## config.mk

```make
export PLATFORM = sky130hd
export DESIGN_NAME = ddu_btn_ctrl
export DESIGN_NICKNAME = d
export VERILOG_FILES = /design/src/rtl/ddu_btn_ctrl.sv
export SDC_FILE = /design/constraint.sdc
export NUM_CORES = 1
export LEC_CHECK = 0
export ABC_AREA = 1
export ABC_CLOCK_PERIOD_IN_PS = 2240
export BUFFER_PORTS_ARGS = -buffer_cell sky130_fd_sc_hd__buf_2
export CAP_MARGIN = 30
export CORE_MARGIN = 1.5
export CORE_UTILIZATION = 40
export CTS_CLUSTER_SIZE = 25
export DETAILED_ROUTE_END_ITERATION = 12
export SLEW_MARGIN = 20
export SYNTH_ARGS = -nofsm -noshare
export SYNTH_HDL_FRONTEND = slang
export SYNTH_SLANG_ARGS = --single-unit
```

## constraint.sdc

```tcl
create_clock -name clk_out1 -period 2.24 [get_ports clk_out1]
set_input_delay 0.112 -clock clk_out1 [delete_from_list [all_inputs] [get_ports clk_out1]]
set_output_delay 0.112 -clock clk_out1 [all_outputs]
set_load 0.05 [all_outputs]
```

## src/rtl/ddu_btn_ctrl.sv

```systemverilog
// ddu_btn_ctrl: debounced step/inc/dec buttons driving the CPU clock enable and debug address
module ddu_btn_ctrl #(
    parameter int DEB_CYCLES = 20000,
    parameter int RPT_DELAY  = 5000000,
    parameter int RPT_PERIOD = 1000000
) (
    input  logic       clk_out1,
    input  logic       rst,
    input  logic       step_in,
    input  logic       inc_in,
    input  logic       dec_in,
    input  logic       count,
    output logic       cpu_clk_en,
    output logic       step_busy,
    output logic [7:0] addr,
    output logic       addr_chg
);
    localparam int DW = $clog2(DEB_CYCLES + 1);
    localparam int TW = $clog2(RPT_DELAY + 1);
    localparam logic [1:0] IDLE = 2'd0, FIRE = 2'd1, HOLD = 2'd2;

    logic [2:0] s1, s2, deb;
    logic [2:1] prev;
    logic [1:0] ev, state;
    logic       both;

    always_ff @(posedge clk_out1) begin
        if (rst) begin
            s1   <= '0;
            s2   <= '0;
            prev <= '0;
        end else begin
            s1   <= {dec_in, inc_in, step_in};
            s2   <= s1;
            prev <= deb[2:1];
        end
    end

    for (genvar i = 0; i < 3; i++) begin : g_deb
        logic [DW-1:0] cnt;
        logic          d;
        always_ff @(posedge clk_out1) begin
            if (rst) begin
                cnt <= '0;
                d   <= 1'b0;
            end else if (s2[i] == d) begin
                cnt <= '0;
            end else if (cnt == DW'(DEB_CYCLES - 1)) begin
                d   <= s2[i];
                cnt <= '0;
            end else begin
                cnt <= cnt + DW'(1);
            end
        end
        assign deb[i] = d;
    end

    assign both = deb[1] & deb[2];

    // timer wraps back one period below RPT_DELAY so every repeat fires on the same compare
    for (genvar j = 0; j < 2; j++) begin : g_rpt
        logic [TW-1:0] t;
        always_ff @(posedge clk_out1) begin
            if (rst || !deb[j+1] || both)
                t <= '0;
            else
                t <= (t == TW'(RPT_DELAY)) ? TW'(RPT_DELAY - RPT_PERIOD + 1) : t + TW'(1);
        end
        assign ev[j] = deb[j+1] & (~prev[j+1] | (t == TW'(RPT_DELAY)));
    end

    always_ff @(posedge clk_out1) begin
        if (rst) begin
            state      <= IDLE;
            cpu_clk_en <= 1'b0;
            addr       <= '0;
            addr_chg   <= 1'b0;
        end else begin
            state      <= (state == IDLE) ? (deb[0] ? FIRE : IDLE) :
                          (state == FIRE) ? HOLD : (deb[0] ? HOLD : IDLE);
            cpu_clk_en <= count | (state == FIRE);
            addr       <= (ev == 2'b01) ? addr + 8'd1 : (ev == 2'b10) ? addr - 8'd1 : addr;
            addr_chg   <= ^ev;
        end
    end

    assign step_busy = (state != IDLE);
endmodule

```

# After elaboration in Yosys (flattened, before gate mapping)
# Cells that the tools add are included.
# word_totals
ff_bits	114
output_inout_bits	11
word_cells	72
in_bits	6
# op_classes
addsub	7
eq_ne	11
mux	8
bitwise_logic	11
n_reduce_logical	18
# op_table
operator	n
$add A23 B1 Y23 const B	2
$eq A23 B23 Y1 const B	2
$add A15 B1 Y15 const B	3
$eq A15 B15 Y1 const B	3
$mux W22	2
$mux W8	2
$reduce_or A3 Y1	3
$add A8 B1 Y8 const B	1
$sub A8 B1 Y8 const B	1
$mux W2	3
$reduce_and A2 Y1	3
$not A1 Y1	5
$eq A2 B1 Y1 const B	2
$logic_or A1 B1 Y1	4
$reduce_bool A2 Y1	2
$reduce_or A2 Y1	2
$and A1 B1 Y1	3
$eq A1 B1 Y1	3
$or A1 B1 Y1	3
$eq A2 B2 Y1 const B	1
$logic_not A1 Y1	2
$logic_not A2 Y1	1
$reduce_xor A2 Y1	1
$mux W1	1

# Depth between registers and ports, before layout
# Gate-level depths: netlist (run 1).
# logic_depth
depth_word	6
mapped_depth	19
depth_no_buf	19

# Worst setup path before layout (run 1)
# OpenSTA, ideal clock, no wires.
# synth_path
path_type	flip-flop to flip-flop
from	register g_rpt[0].t[0]
to	register addr[7]
path_slack_ns	-0.243
stages_incl_launch_ff	17
synth_period_minus_slack_ns	2.483
path_buffers	0
arrival_ns	2.367
required_time_ns	2.125
setup_ns	0.115
cell_sequence	dfxtp_1 inv_1 ha_1 inv_1 nor2_1 nand4_1 nor2_1 nand2_1 a21oi_1 ha_1 inv_1 ha_1 or2_2 nand3_1 a21oi_1 o21ai_0 inv_1
# synth_via
elab_chain_cells	5
word_cells_on_any_way	7
cone_classes	eq/ne (3); mux (1); bitwise (2); reduce/logical (1)
# synth_rtl
item	line	rtl
start: declaration	62	logic [TW-1:0] t;
start signal: assignment	67	t <= (t == TW'(RPT_DELAY)) ? TW'(RPT_DELAY - RPT_PERIOD + 1) : t + TW'(1);
$eq A23 B23 Y1 (*)	69	assign ev[j] = deb[j+1] & (~prev[j+1] | (t == TW'(RPT_DELAY)));
$or A1 B1 Y1 (*)	69	
$and A1 B1 Y1 (*)	69	
$eq A2 B1 Y1 or $eq A2 B2 Y1 (tied branches)	82	addr <= (ev == 2'b01) ? addr + 8'd1 : (ev == 2'b10) ? addr - 8'd1 : addr;
$mux W8 or $reduce_bool A2 Y1 (tied branches)	-	
end signal: assignment	82	
end: declaration	15	output logic [7:0] addr,
# Every way passes the cells marked *; elsewhere a longest branch is shown, timed or not.
# A chain may end at the register's enable or synchronous reset.

# Final worst setup path (run 1)
# Same ends and word-level chain as after synthesis.

==> key figures, run 1 <==
Floorplan
  • Std cell rows: 43
  • Die ar.: 0.0151 mm²
  • CORE AREA: roughly 0.014 mm²
  • Initial core utilization: 0.412
  • Die width: 123 µm
  • # IOs: 17
  • Die height: 123 µm

Layout
  • Finished Cell Area: 0.00720 mm²
  • Antenna cells: 0
  • Utilization after layout: 0.517
  • Fin nets: between 900 and 1000
  • Share of layout cells above drive strength 1: 0.184
  • Area growth from synthesis to layout: 25.6%

Setup path
  • Critical path arrival: around 2.6 ns
  • Crit-path cells: inv_2, ha_4, inv_2, nor2_2, nand4_1, nor2_1, nand2_2, a21oi_4, ha_4, inv_8, ha_4, nand2_1, nor2_1, nand3_1, nand3_1, nand2_1, o21ai_1, inv_1
  • Most frequent CP cell: ha_4
  • CP max stage delay: 0.32 ns
  • Worst-path fanout max: 7
  • Critical Path RT: 2.55 ns
  • Crit-path slowest cell: dfxtp_2
  • Critical path type: reg2reg
  • Critical path endpoint category: flop
  • Critical path buffers and inverters: 4
  • Delay-heaviest family, CP: simple AND/OR/NAND/NOR gates
  • Critical path startpoint category: flop

Synth
  • Distinct cells, synth: 32
  • Yosys reg bits: 114
  • Adder-cell share of the synthesized area: 0.0362
  • Synth Flop Type: dfxtp_1
  • Cell taking the most area after synthesis: dfxtp_1
  • Largest family of logic cells by synthesized area: simple AND/OR/NAND/NOR gates
  • Avg Cell Area, Syn: 6.93 µm²
  • YS warnings: 0
  • Asr flop ratio synth: 0
  • Syn Inst Count: 828
  • Post-synthesis mux area share: 0
  • Simple-gate area share of the yosys netlist: 0.368
  • Post-Syn Area: 0.00573 mm²
  • Synth top area share: 0.398
  • Post-synthesis xor/xnor area fraction: 0.0397
  • Complex-gate fraction of the synthesized area: 0.0744
  • Sequential share of the synthesized area: 0.398
  • Post-synth EDFFs: 0
  • Synth top area cells: dfxtp_1 (40%), nand2_1 (12%), nor2_1 (8.8%), inv_1 (7.1%), a21oi_1 (5.2%)
  • Mapped Nets: 850

Pwr
  • Pwr per Cell Area: around 640 mW/mm²
  • VDD IR max: 0.605 mV
  • P_leak: 2.62 nW

Status
  • Status: complete, but fails checks
  • Failing checks: design-rule violations, negative setup slack

Detailed routing
  • TritonRoute pass-1 iters: 9
  • Post-route ant nets: 0
  • Number of remaining DRC errors: 2
  • Routed length per placed instance: 11.2 µm
  • Vias/cell: 4.69
  • Via count: 5202
  • Drt total wl: 12400 µm
  • 1st-iter DRT viols: ~380

Placed design
  • Port Buffers: 16
  • Global placer's final weighted congestion: approximately 0.83
  • Detailed Place HPWL: 8970 µm
  • Placed cell area: 0.00643 mm²

Clocking
  • CTS Buffer Depth: 2
  • Cts bufs inserted: 17
  • Worst-path clk slew: 0.06 ns
  • Deepest level of the CTS H-tree: 4
  • Clock latency on the worst-skew pair: 0.42 ns
  • TritonCTS Sinks: 114
  • CTS tree: yes
  • Clock Tree Root: clkbuf_16

STA
  • Setup violators final: 1
  • RSZ-0062 raised after global routing: true
  • Slew HR: 0.680
  • Worst Tran Pin Value: 0.479 ns
  • Max-slew violations: 0
  • Post-route minimum period: about 2.3 ns
  • Fmax: 0.438 GHz
  • Setup ws final: -0.0408 ns
  • Clk_skew: 0.0130 ns
  • Final hold viol count: 0
  • Period utilisation layout: 1.02

Worst hold path
  • HP Class: in2reg

Global route
  • Largest net degree at the start of global routing: 19
  • Total grt overflow: 0
  • Global Route Usage Sum: 0.178
  • First-pass GRT wire length: 21000 µm
  • Vias in the first global route: about 4700
  • Initial antenna violation count: 0

Job
  • Max-Cap Viols: 0
[cell usage in the layout, fill, tap and decap left out, types with 8 or more instances in the layout]
master / synthesis / routed
inv_2: 1 / 8
nand2_1: 180 / 175
dfxtp_1: 114 / 111
xor2_1: 15 / 15
nor3_1: 25 / 25
buf_2: 1 / 16
nand2_2: 7 / 12
nor2_1: 134 / 132
clkbuf_16: 0 / 17
ha_4: 0 / 9
xnor2_1: 11 / 11
buf_4: 2 / 57
o21ai_0: 24 / 20
inv_1: 109 / 101
a21oi_1: 60 / 58
nand3_1: 57 / 54
nand4_1: 22 / 22
[final timing paths]
kind	slack (ns)	endpoint	start	cells after the start
worst max-delay path	-0.04	addr[7]	g_rpt[0].t[0]	18
worst min-delay path	0.12	s2[1]	rst	2
worst max register to register	-0.04	addr[7]	g_rpt[0].t[0]	18
worst min register to register	0.39	s2[1]	s1[1]	2
[per-stage QoR]
stage	setup WS, ns	instances	power [mW]	hold WS [ns]	TNS (ns)
2_1_floorplan	-0.0695	828	2.11	0.219	-0.0695
3_3_place_gp	-0.0833	1073	2.12	0.326	-0.138
3_5_place_dp	-0.0878	1073	2.12	0.319	-0.197
4_1_cts	-0.00885	1109	4.70	0.118	-0.0133
5_1_grt	-0.240	1110	4.78	0.136	-0.885
6_report	-0.0408	1110	4.63	0.116	-0.0408
[worst reg2reg max path: cells and delay by family, from the launching register on]
family	cells	cell delay, ns
buffers and inverters	4	0.21
adder cells (fa/ha/maj)	3	0.60
AO/OA/AOI/OAI	2	0.30
flip-flops	1	0.32
AND/OR/NAND/NOR	9	0.76
[report_power, final]
group          total, mW  leakage, nW  switching (mW)  internal (mW)
clock network       2.55        0.264           0.974           1.58
registers           2.04        0.921         0.00325           2.04
logic             0.0402         1.43          0.0261         0.0141
total               4.63         2.62            1.00           3.63
[cells in the mapped netlist (5+ instances only)]
cell,instances
a21oi_1,60
dfxtp_1,114
ha_1,15
inv_1,109
nand2_1,180
nand2_2,7
nand3_1,57
nand3b_1,7
nand4_1,22
nor2_1,134
nor2_4,5
nor3_1,25
nor3b_1,6
o21ai_0,24
or2_2,7
xnor2_1,11
xor2_1,15
[per-layer routing]
layer	share of wire	vias to the layer above	global-route usage
li1	-	2821	-
met1	0.50	2324	0.223
met2	0.47	47	0.289
met3	0.025	10	0.0455
met4	0.0092	0	0.0727
met5	0	-	0
[kinds of logic (layout without fill, tap and decap cells)]
group	after synthesis	in the layout
flip-flops	114	114
buffers and inverters	119	221
AO/OA/AOI/OAI	85	85
adder cells (fa/ha/maj)	16	16
XOR/XNOR	26	26
AND/OR/NAND/NOR	468	468
[state kept, by name, indices dropped and copies added (netlist names)]
signal      count
s2              3
state           2
g_deb.d         3
cpu_clk_en      1
g_deb.cnt      45
prev            2
addr_chg        1
addr            8
g_rpt.t        46
s1              3
[layout make-up]
| class | count | area, µm² |
|---|---|---|
| Multi-Input combinational cell | 595 | 3140 |
| Fill cell | 1323 | 6740 |
| Sequential cell | 114 | 2290 |
| Inverter | 111 | 425 |
| Clock buffer | 20 | 457 |
| Clock inverter | 12 | 109 |
| Tap cell | 180 | 225 |
| Timing Repair Buffer | 78 | 559 |
[what timing repair did]
| action | CTS | global route |
|---|---|---|
| hold endpoints to repair | 4 | 0 |
| gates resized for setup | 12 | 26 |
| endpoints found under the setup margin | 5 | 6 |
| pin swaps | 4 | 9 |
| hold buffers | 4 | 0 |
| setup buffers | 0 | 1 |
No activity file was read; power rests on OpenSTA's default activity.
==> run 2, diff against run 1 <==
MAX_ROUTING_LAYER = met4   (was unset)
==> run 2 against run 1 <==
The flow finishes with violations (negative setup slack). Sequential power about the same. Flip-flop and latch count unchanged. Worst setup slack gained 0.0013 ns. Core utilization unchanged. Largest cell class unchanged. Largest power group unchanged.
==> key figures, run 2 (same netlist as run 1, synthesis figures left out) <==
Status
  • Status: complete, but fails checks
  • Failing checks: negative setup slack

STA
  • Worst Tran Pin Value: 0.471 ns (-0.00791 ns)
  • Setup violators final: 1 (unchanged)
  • Max-slew violations: 0 (unchanged)
  • Clk_skew: 0.00712 ns (-0.00592 ns)
  • Setup ws final: -0.0395 ns (+0.00126 ns)
  • Post-route minimum period: 2.28 ns (-0.00126 ns)
  • Final hold viol count: 0 (unchanged)
  • Fmax: 0.439 GHz (about the same)
  • RSZ-0062 raised after global routing: true
  • Slew HR: 0.685 (+0.00529)
  • Period utilisation layout: 1.02 (about the same)

Global route
  • Vias in the first global route: 4746 (+0.042%)
  • Global Route Usage Sum: 0.183 (+0.00507)
  • Total grt overflow: 0 (unchanged)
  • First-pass GRT wire length: 21000 µm (about the same)
  • Initial antenna violation count: 0 (unchanged)
  • Largest net degree at the start of global routing: 19 (unchanged)

Layout
  • Commonest cells after routing, fill and taps aside: nand2_1 (175), nor2_1 (132), dfxtp_1 (111)
  • Commonest non-fill, non-tap cell in the layout: nand2_1
  • Fin nets: 939 (unchanged)
  • Area growth from synthesis to layout: 25.6% (unchanged)
  • Multi-input gate area: 0.00314 mm² (unchanged)
  • Top Registers: g_rpt.t (46), g_deb.cnt (45), addr (8)
  • Antenna cells: 0 (unchanged)
  • Share of layout cells above drive strength 1: 0.184 (unchanged)
  • Finished Cell Area: 0.00720 mm² (unchanged)
  • Utilization after layout: 0.517 (unchanged)
  • Register area: 0.00229 mm² (unchanged)
  • Fill count: 1323 (unchanged)
  • Max reg flops: 46 (unchanged)
  • Register with the most flip-flops: g_rpt.t

Worst hold path
  • HP Class: in2reg

Detailed routing
  • Number of remaining DRC errors: 0 (-2)
  • Drt total wl: 12400 µm (about the same)
  • TritonRoute pass-1 iters: 7 (-2)
  • 1st-iter DRT viols: 390 (+2.9%)
  • Vias/cell: 4.68 (-0.21%)
  • Post-route ant nets: 0 (unchanged)
  • Routed length per placed instance: 11.2 µm (about the same)
  • Via count: 5191 (-0.21%)

Clocking
  • CTS Buffer Depth: 2 (unchanged)
  • Worst-path clk slew: 0.06 ns (about the same)
  • CTS tree: yes
  • Deepest level of the CTS H-tree: 4 (unchanged)
  • Clock Tree Root: clkbuf_16
  • TritonCTS Sinks: 114 (unchanged)
  • Clock latency on the worst-skew pair: 0.42 ns (about the same)
  • Cts bufs inserted: 17 (unchanged)

Job
  • Max-Cap Viols: 0 (unchanged)

Setup path
  • Critical path arrival: 2.59 ns (about the same)
  • Crit-path cells: inv_2, ha_4, inv_2, nor2_2, nand4_1, nor2_1, nand2_2, a21oi_4, ha_4, inv_8, ha_4, nand2_1, nor2_1, nand3_1, nand3_1, nand2_1, o21ai_1, inv_1
  • Crit-path slowest cell: dfxtp_2
  • Critical path endpoint category: flop
  • CP max stage delay: 0.32 ns (about the same)
  • Critical path startpoint category: flop
  • Delay-heaviest family, CP: simple AND/OR/NAND/NOR gates
  • Most frequent CP cell: ha_4
  • Critical path type: reg2reg
  • Worst-path fanout max: 7 (unchanged)
  • Critical path buffers and inverters: 4 (unchanged)
  • Critical Path RT: 2.55 ns (about the same)

Pwr
  • Pwr per Cell Area: 644 mW/mm² (+0.10%)
  • Switching power: 1.01 mW (+0.53%)
  • Switch share: 0.217 (+0.000917)
  • Seq pwr share: 0.440 (about the same)
  • P_leak: 2.62 nW (unchanged)
  • Clock network power share: 0.551 (about the same)
  • Internal power: 3.63 mW (about the same)
  • VDD IR max: 0.604 mV (about the same)
  • Comb power frac: 0.009 (about the same)

Floorplan
  • Initial core utilization: 0.412 (unchanged)
  • Std cell rows: 43 (unchanged)
  • Die height: 123 µm (unchanged)
  • # IOs: 17 (unchanged)
  • Die width: 123 µm (unchanged)
  • CORE AREA: 0.0139 mm² (unchanged)
  • Die ar.: 0.0151 mm² (unchanged)

Placed design
  • Placed cell area: 0.00643 mm² (unchanged)
  • Detailed Place HPWL: 8970 µm (unchanged)
  • Global placer's final weighted congestion: 0.840 (+1.5%)
  • Port Buffers: 16 (unchanged)
-- run 2: power groups by stage --
stage	sequential, mW	combinational, mW	clock, mW
2_1_floorplan	2.09	0.0244	0
3_3_place_gp	2.08	0.0354	0
3_5_place_dp	2.08	0.0357	0
4_1_cts	2.04	0.0410	2.61
5_1_grt	2.04	0.0453	2.70
6_report	2.04	0.0402	2.56
-- run 2: what timing repair did --
action | CTS | global route
hold buffers | 4 | 0
setup endpoints to repair | 5 | 6
endpoints found under the hold margin | 4 | 0
pin swaps | 4 | 9
setup buffers | 0 | 1
resized for setup | 12 | 26
-- run 2: worst paths after layout --
kind,start,endpoint,slack (ns),cells past startpoint
setup reg to reg,g_rpt[0].t[0],addr[7],-0.04,18
hold / removal,rst,s2[1],0.12,2
hold reg to reg,s1[1],s2[1],0.39,2
setup / recovery,g_rpt[0].t[0],addr[7],-0.04,18
-- run 2: stage by stage --
step | power (mW) | setup slack, ns | cells | setup TNS, ns | hold slack, ns
5_1_grt | 4.78 | -0.240 | 1110 | -0.888 | 0.137
4_1_cts | 4.70 | -0.00885 | 1109 | -0.0133 | 0.118
2_1_floorplan | 2.11 | -0.0695 | 828 | -0.0695 | 0.219
6_report | 4.64 | -0.0395 | 1110 | -0.0395 | 0.118
3_5_place_dp | 2.12 | -0.0878 | 1073 | -0.197 | 0.319
3_3_place_gp | 2.12 | -0.0833 | 1073 | -0.138 | 0.326
-- run 2: worst register-to-register path, delay by kind of cell, from the launching register on --
kind | cells | cell delay, ns
AOI/OAI and AO/OA | 2 | 0.30
and+or+nand+nor | 9 | 0.76
DFF | 1 | 0.32
buffers and inverters | 4 | 0.21
adders and majority gates | 3 | 0.60
-- run 2: final cells by class --
class,count,area share
multi-input cells,595,0.436
flip-flops and latches,114,0.318
repair buffers,78,0.0777
clock buffers,20,0.0634
inverters,111,0.0591
well taps,180,0.0313
clock inverters,12,0.0151
-- run 2: metal layers --
layer | vias up | wire, µm | share of wire | global-route usage
met5 | - | 0 | 0 | -
met4 | 0 | 209 | 0.017 | 0.0727
met3 | 18 | 356 | 0.029 | 0.0455
met2 | 47 | 5670 | 0.46 | 0.289
met1 | 2303 | 6200 | 0.50 | 0.223
li1 | 2823 | - | - | -
